--- src/rtl/riscv_pkg.sv ---
// Shared types and encodings for the RV32I load/store unit: FSM states,
// funct3 size/sign codes and completion codes.
package riscv_pkg;

  typedef enum logic [1:0] {
    IDLE   = 2'b00,
    ACCESS = 2'b01,
    RESP   = 2'b10
  } lsu_state_e;

  localparam logic [2:0] F3_LB  = 3'b000;
  localparam logic [2:0] F3_LH  = 3'b001;
  localparam logic [2:0] F3_LW  = 3'b010;
  localparam logic [2:0] F3_LBU = 3'b100;
  localparam logic [2:0] F3_LHU = 3'b101;
  localparam logic [2:0] F3_SB  = 3'b000;
  localparam logic [2:0] F3_SH  = 3'b001;
  localparam logic [2:0] F3_SW  = 3'b010;

  localparam logic [1:0] RESP_OK       = 2'b00;
  localparam logic [1:0] RESP_MISALIGN = 2'b01;
  localparam logic [1:0] RESP_ILLEGAL  = 2'b10;
  localparam logic [1:0] RESP_TIMEOUT  = 2'b11;

endpackage

--- src/rtl/riscv_lsu_if.sv ---
// Request, memory-bus and completion signals of the LSU; the LSU takes the
// slave view, the core/memory side takes the master view.
interface riscv_lsu_if #(
  parameter int ADDR_W = 32
);
  logic              req_valid;
  logic              req_ready;
  logic              req_load;
  logic              req_store;
  logic [2:0]        req_funct3;
  logic [ADDR_W-1:0] req_addr;
  logic [31:0]       req_wdata;
  logic [4:0]        req_rd;
  logic              mem_req;
  logic              mem_we;
  logic [ADDR_W-1:0] mem_addr;
  logic [31:0]       mem_wdata;
  logic [3:0]        mem_wstrb;
  logic              mem_ack;
  logic [31:0]       mem_rdata;
  logic              resp_valid;
  logic [4:0]        resp_rd;
  logic [31:0]       resp_rdata;
  logic              resp_err;
  logic [1:0]        resp_code;
  logic              busy;

  modport slave (
    input  req_valid, req_load, req_store, req_funct3, req_addr, req_wdata, req_rd,
    input  mem_ack, mem_rdata,
    output req_ready, mem_req, mem_we, mem_addr, mem_wdata, mem_wstrb,
    output resp_valid, resp_rd, resp_rdata, resp_err, resp_code, busy
  );

  modport master (
    output req_valid, req_load, req_store, req_funct3, req_addr, req_wdata, req_rd,
    output mem_ack, mem_rdata,
    input  req_ready, mem_req, mem_we, mem_addr, mem_wdata, mem_wstrb,
    input  resp_valid, resp_rd, resp_rdata, resp_err, resp_code, busy
  );
endinterface

--- src/rtl/lsu_align.sv ---
// Byte-lane logic: store strobe/replication and load lane select with
// sign or zero extension, all driven by funct3 and the low address bits.
module lsu_align
  import riscv_pkg::*;
(
  input  logic [2:0]  funct3_i,
  input  logic [1:0]  addrLo_i,
  input  logic [31:0] wdata_i,
  input  logic [31:0] rdata_i,
  output logic [3:0]  wstrb_o,
  output logic [31:0] wdata_o,
  output logic [31:0] rdata_o
);

  logic [31:0] shifted;

  always_comb begin
    shifted = rdata_i >> {addrLo_i, 3'b000};
    case (funct3_i)
      F3_LB:   rdata_o = {{24{shifted[7]}}, shifted[7:0]};
      F3_LH:   rdata_o = {{16{shifted[15]}}, shifted[15:0]};
      F3_LBU:  rdata_o = {24'h0, shifted[7:0]};
      F3_LHU:  rdata_o = {16'h0, shifted[15:0]};
      default: rdata_o = rdata_i;
    endcase
  end

  // Every lane carries a copy of the store value so the strobe alone picks the target bytes.
  always_comb begin
    case (funct3_i[1:0])
      2'b00: begin
        wstrb_o = 4'b0001 << addrLo_i;
        wdata_o = {4{wdata_i[7:0]}};
      end
      2'b01: begin
        wstrb_o = 4'b0011 << addrLo_i;
        wdata_o = {2{wdata_i[15:0]}};
      end
      default: begin
        wstrb_o = 4'b1111;
        wdata_o = wdata_i;
      end
    endcase
  end

endmodule

--- src/rtl/riscv_lsu.sv ---
// RV32I load/store unit: validates a request, runs one registered memory
// access with an optional ack timeout, and reports a one-cycle completion.
module riscv_lsu
  import riscv_pkg::*;
#(
  parameter int ADDR_W      = 32,
  parameter int TIMEOUT_CYC = 64
) (
  input logic        clk,
  input logic        reset,
  riscv_lsu_if.slave bus
);

  lsu_state_e        state_q;
  logic              memReq_q;
  logic              memWe_q;
  logic [ADDR_W-1:0] memAddr_q;
  logic [31:0]       memWdata_q;
  logic [3:0]        memWstrb_q;
  logic [2:0]        funct3_q;
  logic [1:0]        addrLo_q;
  logic              isStore_q;
  logic [4:0]        rd_q;
  logic [31:0]       cnt_q;
  logic              respValid_q;
  logic [4:0]        respRd_q;
  logic [31:0]       respRdata_q;
  logic              respErr_q;
  logic [1:0]        respCode_q;

  logic        reqReady;
  logic        opLoad;
  logic        opStore;
  logic        illegal;
  logic        misaligned;
  logic        timeoutHit;
  logic [4:0]  rd_d;
  logic [2:0]  alignF3;
  logic [1:0]  alignLo;
  logic [3:0]  alignStrb;
  logic [31:0] alignWdata;
  logic [31:0] alignRdata;

  always_comb begin
    opLoad     = bus.req_load & ~bus.req_store;
    opStore    = bus.req_store & ~bus.req_load;
    illegal    = 1'b1;
    if (opLoad) begin
      illegal = !(bus.req_funct3 inside {F3_LB, F3_LH, F3_LW, F3_LBU, F3_LHU});
    end else if (opStore) begin
      illegal = !(bus.req_funct3 inside {F3_SB, F3_SH, F3_SW});
    end
    misaligned = ((bus.req_funct3[1:0] == 2'b01) && bus.req_addr[0]) ||
                 ((bus.req_funct3[1:0] == 2'b10) && (bus.req_addr[1:0] != 2'b00));
    rd_d       = opLoad ? bus.req_rd : 5'd0;
  end

  assign timeoutHit = (TIMEOUT_CYC != 0) && (cnt_q == 32'(TIMEOUT_CYC - 1));
  assign reqReady   = (state_q == IDLE);

  // The single aligner serves the incoming request in IDLE and the held access afterwards.
  assign alignF3 = reqReady ? bus.req_funct3 : funct3_q;
  assign alignLo = reqReady ? bus.req_addr[1:0] : addrLo_q;

  lsu_align u_align (
    .funct3_i (alignF3),
    .addrLo_i (alignLo),
    .wdata_i  (bus.req_wdata),
    .rdata_i  (bus.mem_rdata),
    .wstrb_o  (alignStrb),
    .wdata_o  (alignWdata),
    .rdata_o  (alignRdata)
  );

  always_ff @(posedge clk or negedge reset) begin
    if (!reset) begin
      state_q     <= IDLE;
      memReq_q    <= 1'b0;
      memWe_q     <= 1'b0;
      memAddr_q   <= '0;
      memWdata_q  <= '0;
      memWstrb_q  <= '0;
      funct3_q    <= '0;
      addrLo_q    <= '0;
      isStore_q   <= 1'b0;
      rd_q        <= '0;
      cnt_q       <= '0;
      respValid_q <= 1'b0;
      respRd_q    <= '0;
      respRdata_q <= '0;
      respErr_q   <= 1'b0;
      respCode_q  <= RESP_OK;
    end else begin
      case (state_q)
        IDLE: begin
          if (bus.req_valid) begin
            funct3_q  <= bus.req_funct3;
            addrLo_q  <= bus.req_addr[1:0];
            isStore_q <= opStore;
            rd_q      <= rd_d;
            if (illegal || misaligned) begin
              state_q     <= RESP;
              respValid_q <= 1'b1;
              respRd_q    <= rd_d;
              respRdata_q <= '0;
              respErr_q   <= 1'b1;
              respCode_q  <= illegal ? RESP_ILLEGAL : RESP_MISALIGN;
            end else begin
              state_q    <= ACCESS;
              memReq_q   <= 1'b1;
              memWe_q    <= opStore;
              memAddr_q  <= {bus.req_addr[ADDR_W-1:2], 2'b00};
              memWdata_q <= opStore ? alignWdata : 32'h0;
              memWstrb_q <= opStore ? alignStrb : 4'b0000;
              cnt_q      <= '0;
            end
          end
        end
        ACCESS: begin
          // An ack arriving in the final timeout cycle still completes normally.
          if (bus.mem_ack || timeoutHit) begin
            state_q     <= RESP;
            memReq_q    <= 1'b0;
            memWe_q     <= 1'b0;
            memWstrb_q  <= 4'b0000;
            respValid_q <= 1'b1;
            respRd_q    <= rd_q;
            respRdata_q <= (bus.mem_ack && !isStore_q) ? alignRdata : 32'h0;
            respErr_q   <= !bus.mem_ack;
            respCode_q  <= bus.mem_ack ? RESP_OK : RESP_TIMEOUT;
          end else begin
            cnt_q <= cnt_q + 32'd1;
          end
        end
        default: begin
          state_q     <= IDLE;
          respValid_q <= 1'b0;
        end
      endcase
    end
  end

  assign bus.req_ready  = reqReady;
  assign bus.busy       = !reqReady || bus.req_valid;
  assign bus.mem_req    = memReq_q;
  assign bus.mem_we     = memWe_q;
  assign bus.mem_addr   = memAddr_q;
  assign bus.mem_wdata  = memWdata_q;
  assign bus.mem_wstrb  = memWstrb_q;
  assign bus.resp_valid = respValid_q;
  assign bus.resp_rd    = respRd_q;
  assign bus.resp_rdata = respRdata_q;
  assign bus.resp_err   = respErr_q;
  assign bus.resp_code  = respCode_q;

endmodule
--- src/flat_wrapper.sv ---
// flat-port wrapper written by rule: the top's interface ports become plain ports
module riscv_lsu_flat import riscv_pkg::*;
#(
  parameter int ADDR_W      = 32,
  parameter int TIMEOUT_CYC = 64
)
  (clk, reset, bus_req_valid, bus_req_load, bus_req_store, bus_req_funct3, bus_req_addr, bus_req_wdata, bus_req_rd, bus_mem_ack, bus_mem_rdata, bus_req_ready, bus_mem_req, bus_mem_we, bus_mem_addr, bus_mem_wdata, bus_mem_wstrb, bus_resp_valid, bus_resp_rd, bus_resp_rdata, bus_resp_err, bus_resp_code, bus_busy);
  riscv_lsu_if #(.ADDR_W(ADDR_W)) bus_i ();
  input logic clk;
  input logic reset;
  input wire logic [$bits(bus_i.req_valid)-1:0] bus_req_valid;
  input wire logic [$bits(bus_i.req_load)-1:0] bus_req_load;
  input wire logic [$bits(bus_i.req_store)-1:0] bus_req_store;
  input wire logic [$bits(bus_i.req_funct3)-1:0] bus_req_funct3;
  input wire logic [$bits(bus_i.req_addr)-1:0] bus_req_addr;
  input wire logic [$bits(bus_i.req_wdata)-1:0] bus_req_wdata;
  input wire logic [$bits(bus_i.req_rd)-1:0] bus_req_rd;
  input wire logic [$bits(bus_i.mem_ack)-1:0] bus_mem_ack;
  input wire logic [$bits(bus_i.mem_rdata)-1:0] bus_mem_rdata;
  output wire logic [$bits(bus_i.req_ready)-1:0] bus_req_ready;
  output wire logic [$bits(bus_i.mem_req)-1:0] bus_mem_req;
  output wire logic [$bits(bus_i.mem_we)-1:0] bus_mem_we;
  output wire logic [$bits(bus_i.mem_addr)-1:0] bus_mem_addr;
  output wire logic [$bits(bus_i.mem_wdata)-1:0] bus_mem_wdata;
  output wire logic [$bits(bus_i.mem_wstrb)-1:0] bus_mem_wstrb;
  output wire logic [$bits(bus_i.resp_valid)-1:0] bus_resp_valid;
  output wire logic [$bits(bus_i.resp_rd)-1:0] bus_resp_rd;
  output wire logic [$bits(bus_i.resp_rdata)-1:0] bus_resp_rdata;
  output wire logic [$bits(bus_i.resp_err)-1:0] bus_resp_err;
  output wire logic [$bits(bus_i.resp_code)-1:0] bus_resp_code;
  output wire logic [$bits(bus_i.busy)-1:0] bus_busy;
  assign bus_i.req_valid = bus_req_valid;
  assign bus_i.req_load = bus_req_load;
  assign bus_i.req_store = bus_req_store;
  assign bus_i.req_funct3 = bus_req_funct3;
  assign bus_i.req_addr = bus_req_addr;
  assign bus_i.req_wdata = bus_req_wdata;
  assign bus_i.req_rd = bus_req_rd;
  assign bus_i.mem_ack = bus_mem_ack;
  assign bus_i.mem_rdata = bus_mem_rdata;
  assign bus_req_ready = bus_i.req_ready;
  assign bus_mem_req = bus_i.mem_req;
  assign bus_mem_we = bus_i.mem_we;
  assign bus_mem_addr = bus_i.mem_addr;
  assign bus_mem_wdata = bus_i.mem_wdata;
  assign bus_mem_wstrb = bus_i.mem_wstrb;
  assign bus_resp_valid = bus_i.resp_valid;
  assign bus_resp_rd = bus_i.resp_rd;
  assign bus_resp_rdata = bus_i.resp_rdata;
  assign bus_resp_err = bus_i.resp_err;
  assign bus_resp_code = bus_i.resp_code;
  assign bus_busy = bus_i.busy;
  riscv_lsu #(.ADDR_W(ADDR_W), .TIMEOUT_CYC(TIMEOUT_CYC)) u_core (.clk(clk), .reset(reset), .bus(bus_i));
endmodule
--- config.mk ---
export PLATFORM = sky130hd
export DESIGN_NAME = riscv_lsu_flat
export DESIGN_NICKNAME = d
export VERILOG_FILES = /design/src/rtl/riscv_pkg.sv /design/src/rtl/riscv_lsu_if.sv /design/src/rtl/lsu_align.sv /design/src/rtl/riscv_lsu.sv /design/src/flat_wrapper.sv
export SDC_FILE = /design/constraint.sdc
export NUM_CORES = 1
export LEC_CHECK = 0
export CAP_MARGIN = 20
export CORE_ASPECT_RATIO = 0.5
export CORE_MARGIN = 3
export CORE_UTILIZATION = 35
export DETAILED_ROUTE_END_ITERATION = 16
export GPL_ROUTABILITY_DRIVEN = 0
export MAX_ROUTING_LAYER = met4
export PLACE_DENSITY = 0.67
export SLEW_MARGIN = 5
export SYNTH_ARGS = -nofsm -noshare
export SYNTH_HDL_FRONTEND = slang
export SYNTH_HIERARCHICAL = 1
export SYNTH_SLANG_ARGS = --single-unit
--- constraint.sdc ---
create_clock -name clk -period 3.41 [get_ports clk]
set_clock_uncertainty 0.2 [all_clocks]
set_input_delay 0.682 -clock clk [delete_from_list [all_inputs] [get_ports clk]]
set_output_delay 0.682 -clock clk [all_outputs]
set_load 0.01 [all_outputs]
=== After elaboration in Yosys (flattened, before gate mapping) ===
Index checks and enable logic that the tools add are counted.
Widths: inputs -> output; s select.

* $lt $le $gt $ge: 0
* Bitwise logic cells: 5
* Shift-type cells: 3
* Multiply operators: 0
* Multiplexer cells: 50
* Add/sub/neg operators: 1
* Reduce and logical (&&, ||, !) cells: 27
* Div/mod/pow operators: 0
* Equal/unequal tests: 17

{| class="wikitable"
|+ Operator list
! kind !! number
|-
| $mux 32 || 8
|-
| $pmux 32 s2 || 3
|-
| $pmux 32 s4 || 1
|-
| $add 32x1->32 const B || 1
|-
| $eq 32x6->1 const B || 1
|-
| $shr 32x5->16 || 1
|-
| $mux 5 || 4
|-
| $mux 2 || 9
|-
| $mux 4 || 4
|-
| $pmux 4 s2 || 2
|-
| $eq 3x3->1 const B || 4
|-
| $reduce_and 4->1 || 3
|-
| $mux 1 || 11
|-
| $pmux 5 s2 || 1
|-
| $ne 2x2->1 const B || 4
|-
| $pmux 1 s2 || 4
|-
| $pmux 2 s2 || 2
|-
| $eq 2x1->1 const B || 3
|-
| $eq 3x1->1 const B || 2
|-
| $logic_not 3->1 || 2
|-
| $reduce_and 3->1 || 2
|-
| $logic_not 1->1 || 5
|-
| $reduce_bool 5->1 || 1
|-
| $logic_not 2->1 || 2
|-
| 13 further kinds || 23
|}

* Output and inout port bits: 113
* Input port bits: 110
* Word-level logic and storage cells: 119
* Memory bits (writable): 0
* ROM bits: 0
* Latch bits: 0
* Memories: 0
* Bits in registers: 154

=== Depth between registers and ports, before layout ===
Gate-level depths: netlist of the first run.

* Depth after elaboration: 9
* Depth in mapped cells: 10

=== Hierarchy ===
The synthesis of the first run kept the hierarchy.

{| class="wikitable"
|+ Modules (own cells, without submodules)
! module !! times used !! area an instance (um^2) !! cells each !! seq. area each (um^2)
|-
| riscv_lsu || 1 || 6627.6 || 668 || 3853.7
|-
| lsu_align || 1 || 1193.6 || 177 || 0.0
|}

=== Worst setup path after synthesis of the first run ===
OpenSTA, ideal clock, no wires.

* Path type: flip-flop to flip-flop
* Start point: reg u_core.state_q[0]
* End point: reg u_core.respRdata_q[17] (netlist: u_core/bus.resp_rdata[17])
* Required time: 3.089 ns
* Period minus slack after synthesis: 2.635 ns
* Data arrival time: 2.314 ns
* Slack: 0.775 ns
* Cell stages (with the launch flop): 10
* Cells stage by stage: dfrtp_1 -> buf_6 -> nor2_4 -> mux2_2 -> buf_2 -> mux4_2 -> a32o_2 -> buf_6 -> a21o_1 -> a22o_1

* Longest elaborated chain between the ends: 7

{| class="wikitable"
|+ Ends and longest elaborated chain
! what !! line !! RTL
|-
| start, declared || riscv_lsu.sv:14 || <nowiki>lsu_state_e state_q;</nowiki>
|-
| start signal, assigned || riscv_lsu.sv:77 || <nowiki>state_q <= IDLE;</nowiki>
|-
| start signal, assigned || riscv_lsu.sv:102 || <nowiki>state_q <= RESP;</nowiki>
|-
| start signal, assigned || riscv_lsu.sv:109 || <nowiki>state_q <= ACCESS;</nowiki>
|-
| $logic_not 2->1 || riscv_lsu.sv:59 || <nowiki>assign reqReady = (state_q == IDLE);</nowiki>
|-
| net bus_req_ready || flat_wrapper.sv:20 || <nowiki>output wire logic [$bits(bus_i.req_ready)-1:0] bus_req_ready;</nowiki>
|-
| $mux 2 || riscv_lsu.sv:63 || <nowiki>assign alignLo = reqReady ? bus.req_addr[1:0] : addrLo_q;</nowiki>
|-
| net u_core.alignLo[0] || riscv_lsu.sv:39 || <nowiki>logic [1:0] alignLo;</nowiki>
|-
| $shr 32x5->16 || lsu_align.sv:18 || <nowiki>shifted = rdata_i >> {addrLo_i, 3'b000};</nowiki>
|-
| $pmux 32 s4 || lsu_align.sv:19 || <nowiki>case (funct3_i)</nowiki>
|-
| net u_core.alignRdata[17] || riscv_lsu.sv:42 || <nowiki>logic [31:0] alignRdata;</nowiki>
|-
| $mux 32 || riscv_lsu.sv:128 || <nowiki>respRdata_q <= (bus.mem_ack && !isStore_q) ? alignRdata : 32'h0;</nowiki>
|-
| $mux 32 || riscv_lsu.sv:121 || <nowiki>if (bus.mem_ack || timeoutHit) begin</nowiki>
|-
| $pmux 32 s2 || riscv_lsu.sv:94 || <nowiki>case (state_q)</nowiki>
|-
| end signal, assigned || riscv_lsu.sv:128 ||
|-
| end, declared || riscv_lsu.sv:27 || <nowiki>logic [31:0] respRdata_q;</nowiki>
|}

The timed path passes the listed nets, and every way through them passes these cells. The select of a mux whose other input is x is not followed.
A chain may end at the register's enable or synchronous reset.

=== Worst setup path after layout of the first run ===
* Start point: in bus_req_valid
* End point: out bus_busy

* Longest elaborated chain between the ends: 1

{| class="wikitable"
|+ Ends and longest elaborated chain
! what !! line !! RTL
|-
| start, declared || flat_wrapper.sv:11 || <nowiki>input wire logic [$bits(bus_i.req_valid)-1:0] bus_req_valid;</nowiki>
|-
| $logic_or 1x1->1 || riscv_lsu.sv:144 || <nowiki>assign bus.busy = !reqReady || bus.req_valid;</nowiki>
|-
| end, declared || flat_wrapper.sv:31 || <nowiki>output wire logic [$bits(bus_i.busy)-1:0] bus_busy;</nowiki>
|}

Every way passes these cells.

==> results.json, run 1 <==
{
  "p_comb_share_pct": 29.6,
  "relSlewSlack_pct": 52.1,
  "syn_avg_cell_area_sq_um": 9.26,
  "hold_buffers": 0,
  "synth_top_area_share_pct": 49.3,
  "synth.distinct_cells": 63,
  "critPathArrivalTime_ns": 2.01,
  "cts.clk_slew.worst_paths_ns": 0.06,
  "dp_hpwl_mm": 16.7,
  "rows": 37,
  "final.min_clock_period_ns": 2.90,
  "setup_violations": 0,
  "min_period_over_period_pct": 84.9,
  "grt_usage_pct": 20.1,
  "power.internal_mw": 4.19,
  "switching_share_pct": 30.1,
  "ios": 223,
  "cts_root_buffer": "clkbuf_16",
  "path_class": "in -> out",
  "grt_max_degree": 74,
  "antenna_found_initial": 0,
  "hold_violations": 0,
  "core-area_sq_mm": 0.0212,
  "dieArea_sq_mm": 0.0243,
  "ys_seq_area_share_pct": 49.3,
  "pwr-share-seq_pct": 38.3,
  "setup_tns_ns": 0,
  "die_w_um": 217,
  "die-height_um": 112,
  "clock-sinks": 154,
  "final_area_sq_mm": 0.0109,
  "grt_pass1_wl_mm": 37.9,
  "cts_tree": "done",
  "total_power_mw": 5.99,
  "cts-buffers-inserted": 17,
  "outcome": "completed",
  "postCtsSetupRepairBufs": 0,
  "final_net_count": 1150,
  "wl_per_cell_um": 17.3,
  "clk_latency_ns": 0.43,
  "synth.most_common_cell": "nand2_1",
  "slew_violations": 0,
  "yosys_warnings": 6,
  "ys_dominant_reg_cell": "dfrtp_1",
  "synth_common_cells": "224 x nand2_1, 154 x dfrtp_1, 48 x nand3_1",
  "worst_ir_drop_vdd_v": 0.000325,
  "ant_nets": 0,
  "grt_pass1_vias": 6916,
  "synth_edf_count": 0,
  "wirelength_mm": 23.3,
  "setup_ws_ns": 0.515,
  "cap_violations": 0,
  "cts_resized": 0,
  "required_ns": 2.53,
  "area_delta_synth_final_pct": 38.8,
  "drt_iter0_markers": 626,
  "routed_via_density": 5.20,
  "grt_overflow": 0,
  "clockBufferDepth": 2,
  "place_ws_ns": 0.150,
  "fmax_mhz": 345,
  "hold_path.class": "in -> async",
  "crit_path_end_kind": "output pin",
  "synthArstFlopShare_pct": 100,
  "cp_max_fo": 4,
  "yosys_register_bits": 154,
  "switchingPower_mw": 1.80,
  "worst_pin_slew_ns": 0.718,
  "start_kind": "primary input",
  "clkPwrFrac_pct": 32.1,
  "leakage_nw": 4.99,
  "via_count": 6991,
  "syn_inst": 845,
  "synthTopCellsByArea": "dfrtp_1 49%, nand2_1 11%, mux2_2 4.9%",
  "drt-pass1-iter-count": 7,
  "route.detailed.drc": 0,
  "portBuffers": 220,
  "placed_cell_area_sq_mm": 0.0103,
  "fillers": 1934,
  "start_util_pct": 36.8,
  "final_layout_size_suffix_gt1_share_pct": 10.5,
  "rsz0062_at_grt": "false",
  "holdWs_ns": 0.0637,
  "synth_area_sq_mm": 0.00782,
  "power.density_mw_per_mm2": 552,
  "htreeDepth": 4,
  "synth.largest_area_cell": "dfrtp_1"
}
-- path summary, 6_finish.rpt --
check | from | endpoint | cells after the start | slack (ns)
min | reset | u_core/cnt_q[15] | 1 | 0.06
max in group asynchronous | reset | u_core/bus.resp_rdata[16] | 2 | 2.08
max | bus_req_valid | bus_busy | 3 | 0.51
max reg2reg | u_core/state_q[0] | u_core/bus.resp_rdata[20] | 6 | 0.55
min reg2reg | u_core/bus.mem_wdata[10] | u_core/bus.mem_wdata[10] | 2 | 0.27
min in group clk | u_core/bus.mem_wdata[10] | u_core/bus.mem_wdata[10] | 2 | 0.27
-- per-layer routing --
layer,global-route usage [%],vias up,wire [um]
met5,-,-,0
met4,6.86,0,628
met1,25.6,3416,10300
met3,4.66,35,1170
li1,-,3332,-
met2,31.7,208,11200
-- stage by stage --
stage	std cells	utilization [%]
final	1345	51.1
after global routing	1344	51.1
after CTS	1344	51.1
after detailed placement	1312	48.3
after global placement	1312	48.3
after floorplan	846	-
-- registers in the layout, indices dropped and copies added, names as in the netlist --
register,cells
u_core/bus.mem_wdata,32
u_core/cnt_q,32
u_core/rd_q,5
u_core/bus.mem_addr,30
u_core/bus.mem_we,1
u_core/bus.mem_wstrb,4
u_core/bus.resp_code,2
u_core/bus.resp_rdata,32
u_core/bus.resp_rd,5
u_core/addrLo_q,2
u_core/funct3_q,3
u_core/bus.mem_req,1
u_core/bus.resp_err,1
u_core/state_q,2
u_core/isStore_q,1
u_core/bus.resp_valid,1
-- layout make-up --
cell class	count	area, sq um	area share, %
clock buffer	22	484	4.46
clock inverter	10	116	1.07
inverter	17	63.8	0.588
sequential	154	3850	35.5
tap	292	365	3.36
multi-input combinational	609	3580	33.0
antenna	1	2.50	0.0230
timing repair buffer	240	2390	22.0
-- worst max-delay path, stage by stage --
cell and delay [ns]:
clkdlybuf4s50_1 0.49, or3_1 0.34, clkdlybuf4s50_1 0.50
-- power by group through the flow --
stage / clock network (mW) / logic, mW / registers, mW
after floorplan: 0 / 0.754 / 2.42
after global placement: 0 / 1.76 / 2.31
after detailed placement: 0 / 1.78 / 2.32
after CTS: 1.97 / 1.79 / 2.30
after global routing: 2.07 / 1.93 / 2.34
final: 1.93 / 1.77 / 2.29
-- cell families (layout without fill, tap and decap cells) --
| group | count (synthesis) | after routing | share of synthesized area, % |
|---|---|---|---|
| AOI/OAI and AO/OA | 185 | 185 | 16.5 |
| xor gates and xnor gates | 6 | 6 | 0.672 |
| adders and majority gates | 1 | 1 | 0.160 |
| buffers and inverters | 83 | 289 | 5.17 |
| DFF | 154 | 154 | 49.3 |
| muxes | 51 | 51 | 7.23 |
| other | 1 | 3 | 0.0479 |
| and+or+nand+nor | 364 | 364 | 20.9 |
-- cell usage in the layout, fill, tap and decap left out, drive strengths merged, types with 3 or more instances in the layout --
| cell | Yosys | final |
|---|---|---|
| a21o | 21 | 21 |
| a21oi | 31 | 31 |
| a22o | 38 | 38 |
| a22oi | 8 | 8 |
| a31oi | 4 | 4 |
| and2 | 5 | 5 |
| and3 | 9 | 9 |
| and4 | 3 | 3 |
| buf | 36 | 21 |
| clkbuf | 30 | 22 |
| clkdlybuf4s50 | 0 | 219 |
| clkinv | 0 | 3 |
| clkinvlp | 0 | 5 |
| dfrtp | 154 | 154 |
| inv | 17 | 17 |
| mux2 | 34 | 34 |
| mux2i | 16 | 16 |
| nand2 | 226 | 226 |
| nand2b | 4 | 4 |
| nand3 | 48 | 48 |
| nand4 | 5 | 5 |
| nor2 | 26 | 26 |
| nor3 | 8 | 8 |
| nor4 | 7 | 7 |
| o211ai | 5 | 5 |
| o21ai | 52 | 52 |
| o221ai | 6 | 6 |
| o31ai | 5 | 5 |
| or3 | 10 | 10 |
| or4 | 6 | 6 |
| xnor2 | 3 | 3 |
| xor2 | 3 | 3 |
(Power assumes the default switching activity.)
==> run 2: changes to the inputs <==
==> constraint.sdc (replaced) <==
create_clock -name clk -period 3 [get_ports clk]
set_clock_uncertainty 0.2 [all_clocks]
set_input_delay 0.6 -clock clk [delete_from_list [all_inputs] [get_ports clk]]
set_output_delay 0.6 -clock clk [all_outputs]
set_load 0.01 [all_outputs]
==> results.json, run 2 (synthesized netlist as in run 1, its figures left out) <==
{
  "outcome": "completed",
  "fmax_mhz": 369,
  "antenna_found_initial": 0,
  "slew_violations": 0,
  "clock-sinks": 154,
  "power.internal_mw": 4.62,
  "portBuffers": 220,
  "clk_latency_ns": 0.42,
  "slowest_stage": "clkdlybuf4s50_1",
  "drt_iter0_markers": 616,
  "dp_hpwl_mm": 17.0,
  "power.density_mw_per_mm2": 610,
  "area_delta_synth_final_pct": 41.4,
  "core-area_sq_mm": 0.0212,
  "cts_tree": "done",
  "placed_cell_area_sq_mm": 0.0105,
  "cp_cell_sequence": "clkdlybuf4s50_1 -> or3_1 -> clkdlybuf4s50_1",
  "cts_root_buffer": "clkbuf_16",
  "cts.clk_slew.worst_paths_ns": 0.07,
  "crit_top_cell": "clkdlybuf4s50_1",
  "setup_violations": 0,
  "hold_violations": 0,
  "wl_per_cell_um": 17.1,
  "hold_path.class": "reg -> reg",
  "leakage_nw": 5.12,
  "clockBufferDepth": 2,
  "cts-buffers-inserted": 17,
  "die-height_um": 112,
  "setup_ws_ns": 0.289,
  "clkPwrFrac_pct": 30.6,
  "diodes": 0,
  "total_power_mw": 6.75,
  "place_ws_ns": -0.0278,
  "final_layout_size_suffix_gt1_share_pct": 12.5,
  "via_count": 7051,
  "critical-path-top-delay-family": "buffers and inverters",
  "rows": 37,
  "grt_usage_pct": 20.1,
  "path_buf_inv": 2,
  "relSlewSlack_pct": 57.4,
  "required_ns": 2.20,
  "final_common_cell": "nand2_1",
  "path_class": "in -> out",
  "min_period_over_period_pct": 90.4,
  "worst_ir_drop_vdd_v": 0.000385,
  "r2r_setup_slack_ns": 0.38,
  "postCtsSetupRepairBufs": 0,
  "final.min_clock_period_ns": 2.71,
  "grt_overflow": 0,
  "routed_via_density": 5.15,
  "critPathArrivalTime_ns": 1.91,
  "p_comb_share_pct": 30.7,
  "finalCoreUtilization_pct": 52.0,
  "die_w_um": 217,
  "ios": 223,
  "ant_nets": 0,
  "cts_resized": 0,
  "dieArea_sq_mm": 0.0243,
  "slowest_delay_ns": 0.49,
  "pwr-share-seq_pct": 38.7,
  "htreeDepth": 4,
  "cap_violations": 0,
  "start_util_pct": 36.8,
  "start_kind": "primary input",
  "switching_share_pct": 31.6,
  "grt_pass1_wl_mm": 38.3,
  "wirelength_mm": 23.4,
  "grt_max_degree": 67,
  "route.detailed.drc": 0,
  "worst_pin_slew_ns": 0.634,
  "drt-pass1-iter-count": 5,
  "final_area_sq_mm": 0.0111,
  "final_net_count": 1175,
  "crit_path_end_kind": "output pin",
  "rsz0062_at_grt": "false",
  "final_cell_mix": "224 x nand2_1, 219 x clkdlybuf4s50_1, 154 x dfrtp_1",
  "grt_pass1_vias": 7220,
  "switchingPower_mw": 2.13,
  "cp_max_fo": 4,
  "hold_buffers": 1
}
run 2: cell count changes in the layout (fill, tap and decap cells not counted), sizes merged, moves of 2 or more:
cell,before,now
inv,17,23
clkinvlp,5,2
bufinv,2,0
clkinv,3,5
buf,21,45
clkbuf,22,19
run 2: stage by stage:
stage | hold slack (ns) | TNS, ns | instances
floorplan | 0.104 | 0 | 846
global placement | 0.252 | 0 | 1336
detailed placement | 0.256 | -0.593 | 1336
CTS | 0.270 | 0 | 1369
global route | 0.281 | 0 | 1369
finish | 0.269 | 0 | 1369
run 2: layer usage:
layer	global-route usage, %	vias to the layer above	part of all wire, %
met4	6.99	0	2.5
met1	25.5	3420	44
met5	-	-	0
met3	4.01	41	5.0
li1	-	3384	-
met2	32.1	206	48
run 2: layout make-up:
cell class	count	area [sq um]
Clock inverter	13	106
Tap cell	292	365
Fill cell	1908	10200
Multi-Input combinational cell	609	3580
Sequential cell	154	3850
Clock buffer	19	453
Inverter	17	63.8
Timing Repair Buffer	265	2630
run 2: power by group through the flow:
stage               clock [mW]  combinational, mW  sequential (mW)
finish                    2.06               2.07             2.61
global route              2.19               2.26             2.66
CTS                       2.10               2.09             2.62
detailed placement           0               2.08             2.64
global placement             0               2.05             2.64
floorplan                    0              0.857             2.75
run 2: worst register-to-register path, stage by stage, from the launching register on:
cell and delay, ns:
dfrtp_1 0.47, nor2_4 0.19, mux2_2 0.39, buf_4 0.21
nand2b_1 0.12, o22ai_1 0.11, a32o_2 0.39, a21o_2 0.23
a22o_1 0.20
run 2: worst paths after layout:
path	from	end	cells past startpoint
min in group asynchronous	reset	u_core/cnt_q[12]	2
worst max-delay path	bus_req_valid	bus_busy	3
max in group asynchronous	reset	u_core/bus.resp_rdata[0]	3
worst max register to register	u_core/state_q[1]	u_core/bus.resp_rdata[20]	8
worst min-delay path	u_core/bus.mem_wdata[22]	u_core/bus.mem_wdata[22]	2
worst min register to register	u_core/bus.mem_wdata[22]	u_core/bus.mem_wdata[22]	2
==> run 3: changes to the inputs <==
--- a/config.mk
+++ b/config.mk
@@ -5,7 +5,7 @@
 export SDC_FILE = /design/constraint.sdc
 export NUM_CORES = 1
 export LEC_CHECK = 0
-export CAP_MARGIN = 20
+export CAP_MARGIN = 0
 export CORE_ASPECT_RATIO = 0.5
 export CORE_MARGIN = 3
 export CORE_UTILIZATION = 35
==> constraint.sdc (replaced) <==
create_clock -name clk -period 3 [get_ports clk]
set_clock_uncertainty 0.2 [all_clocks]
set_input_delay 0.9 -clock clk [delete_from_list [all_inputs] [get_ports clk]]
set_output_delay 0.9 -clock clk [all_outputs]
set_load 0.01 [all_outputs]
==> results.json, run 3 (synthesized netlist as in run 1, its figures left out) <==
{
  "relSlewSlack_pct": 58.6,
  "final_net_count": 1188,
  "hold_path.class": "in -> async",
  "rows": 37,
  "crit_path_end_kind": "output pin",
  "holdWs_ns": 0.151,
  "cap_violations": 0,
  "ant_nets": 0,
  "total_power_mw": 6.87,
  "setup_tns_ns": 0,
  "power.density_mw_per_mm2": 615,
  "start_util_pct": 36.8,
  "htreeDepth": 4,
  "required_ns": 1.90,
  "route.detailed.drc": 0,
  "dieArea_sq_mm": 0.0243,
  "grt_usage_pct": 20.5,
  "fillers": 1880,
  "cts_tree": "done",
  "dpl.cell_count": 1349,
  "r2r_start": "u_core/state_q[1]",
  "antenna_found_initial": 0,
  "ios": 223,
  "fmax_mhz": 337,
  "hold_buffers": 0,
  "drt-pass1-iter-count": 5,
  "die-height_um": 112,
  "clock-sinks": 154,
  "diodes": 0,
  "via_count": 7163,
  "clockBufferDepth": 2,
  "core-area_sq_mm": 0.0212,
  "final_cell_mix": "224 x nand2_1, 218 x clkdlybuf4s50_1, 154 x dfrtp_1",
  "cp_max_fo": 2,
  "hold_violations": 0,
  "final_common_cell": "nand2_1",
  "clk_latency_ns": 0.43,
  "final.min_clock_period_ns": 2.97,
  "start_kind": "primary input",
  "worst_ir_drop_vdd_v": 0.000297,
  "rsz0062_at_grt": "false",
  "setup_violations": 0,
  "finalCoreUtilization_pct": 52.6,
  "stdcell_count": 1382,
  "grt_max_degree": 73,
  "outcome": "completed",
  "cts.clk_slew.worst_paths_ns": 0.07,
  "grt_pass1_vias": 7155,
  "grt_overflow": 0,
  "cts_root_buffer": "clkbuf_16",
  "crit_start": "bus_req_valid",
  "cts-buffers-inserted": 17,
  "slew_violations": 0,
  "path_class": "in -> out",
  "final_layout_size_suffix_gt1_share_pct": 13.7,
  "min_period_over_period_pct": 98.9,
  "worst_pin_slew_ns": 0.617,
  "drt_iter0_markers": 613,
  "dp_hpwl_mm": 17.3,
  "die_w_um": 217,
  "routed_via_density": 5.18,
  "wl_per_cell_um": 17.3,
  "portBuffers": 220,
  "critPathArrivalTime_ns": 1.87,
  "leakage_nw": 5.20,
  "wirelength_mm": 23.9,
  "area_delta_synth_final_pct": 43.0,
  "grt_pass1_wl_mm": 38.7
}
[run 3: cell count changes in the layout (fill, tap and decap cells not counted), moves of 2 or more]
| cell | delta |
|---|---|
| inv_6 | +2 |
| buf_4 | +13 |
| inv_8 | +2 |
| clkinv_4 | -2 |
| clkbuf_8 | -2 |
[run 3: cell type report]
cell class	instances	area [sq um]	area share, %
Clock buffer	17	425	3.80
Clock inverter	15	154	1.38
Inverter	17	63.8	0.571
Multi-Input combinational cell	609	3580	32.0
Sequential cell	154	3850	34.5
Tap cell	292	365	3.27
Timing Repair Buffer	278	2740	24.5
[run 3: power by group]
group          internal [mW]  switching [mW]
Combinational           1.12           0.990
Sequential              2.40           0.208
Clock                   1.18           0.980
Total                   4.70            2.18
[run 3: repair_timing]
item | 4_1_cts | 5_1_grt
buffers inserted | 0 | 1
pin swaps | 0 | 1
hold endpoints to repair | 0 | 0
setup endpoints to repair | 1 | 1
gates resized for setup | 2 | 0
[run 3: critical path: stages]
cell and delay [ns]:
clkdlybuf4s50_1 0.41, or3_1 0.31, clkdlybuf4s15_1 0.24
[run 3: metrics by stage]
step	instance area [sq um]	setup slack, ns
3_5_place_dp	10600	-0.297
4_1_cts	11200	0.0296
6_report	11200	0.0340
2_1_floorplan	7830	0.266
3_3_place_gp	10600	-0.260
5_1_grt	11200	0.00565
[run 3: per-layer routing]
| metal | vias up | track usage [%] | part of all wire (%) |
|---|---|---|---|
| met2 | 227 | 33.4 | 49 |
| met5 | - | - | 0 |
| met4 | 0 | 6.81 | 2.7 |
| met3 | 48 | 4.31 | 4.8 |
| li1 | 3413 | - | - |
| met1 | 3475 | 25.5 | 43 |
[run 3: worst paths after layout]
path | to | slack [ns] | cells past startpoint
max in group asynchronous | u_core/bus.mem_wdata[25] | 1.72 | 2
worst max-delay path | bus_busy | 0.03 | 3
worst min register to register | u_core/bus.mem_wdata[12] | 0.26 | 2
worst min-delay path | u_core/cnt_q[15] | 0.15 | 1
worst max register to register | u_core/bus.resp_rdata[20] | 0.31 | 9
min in group clk | u_core/bus.mem_wdata[12] | 0.26 | 2
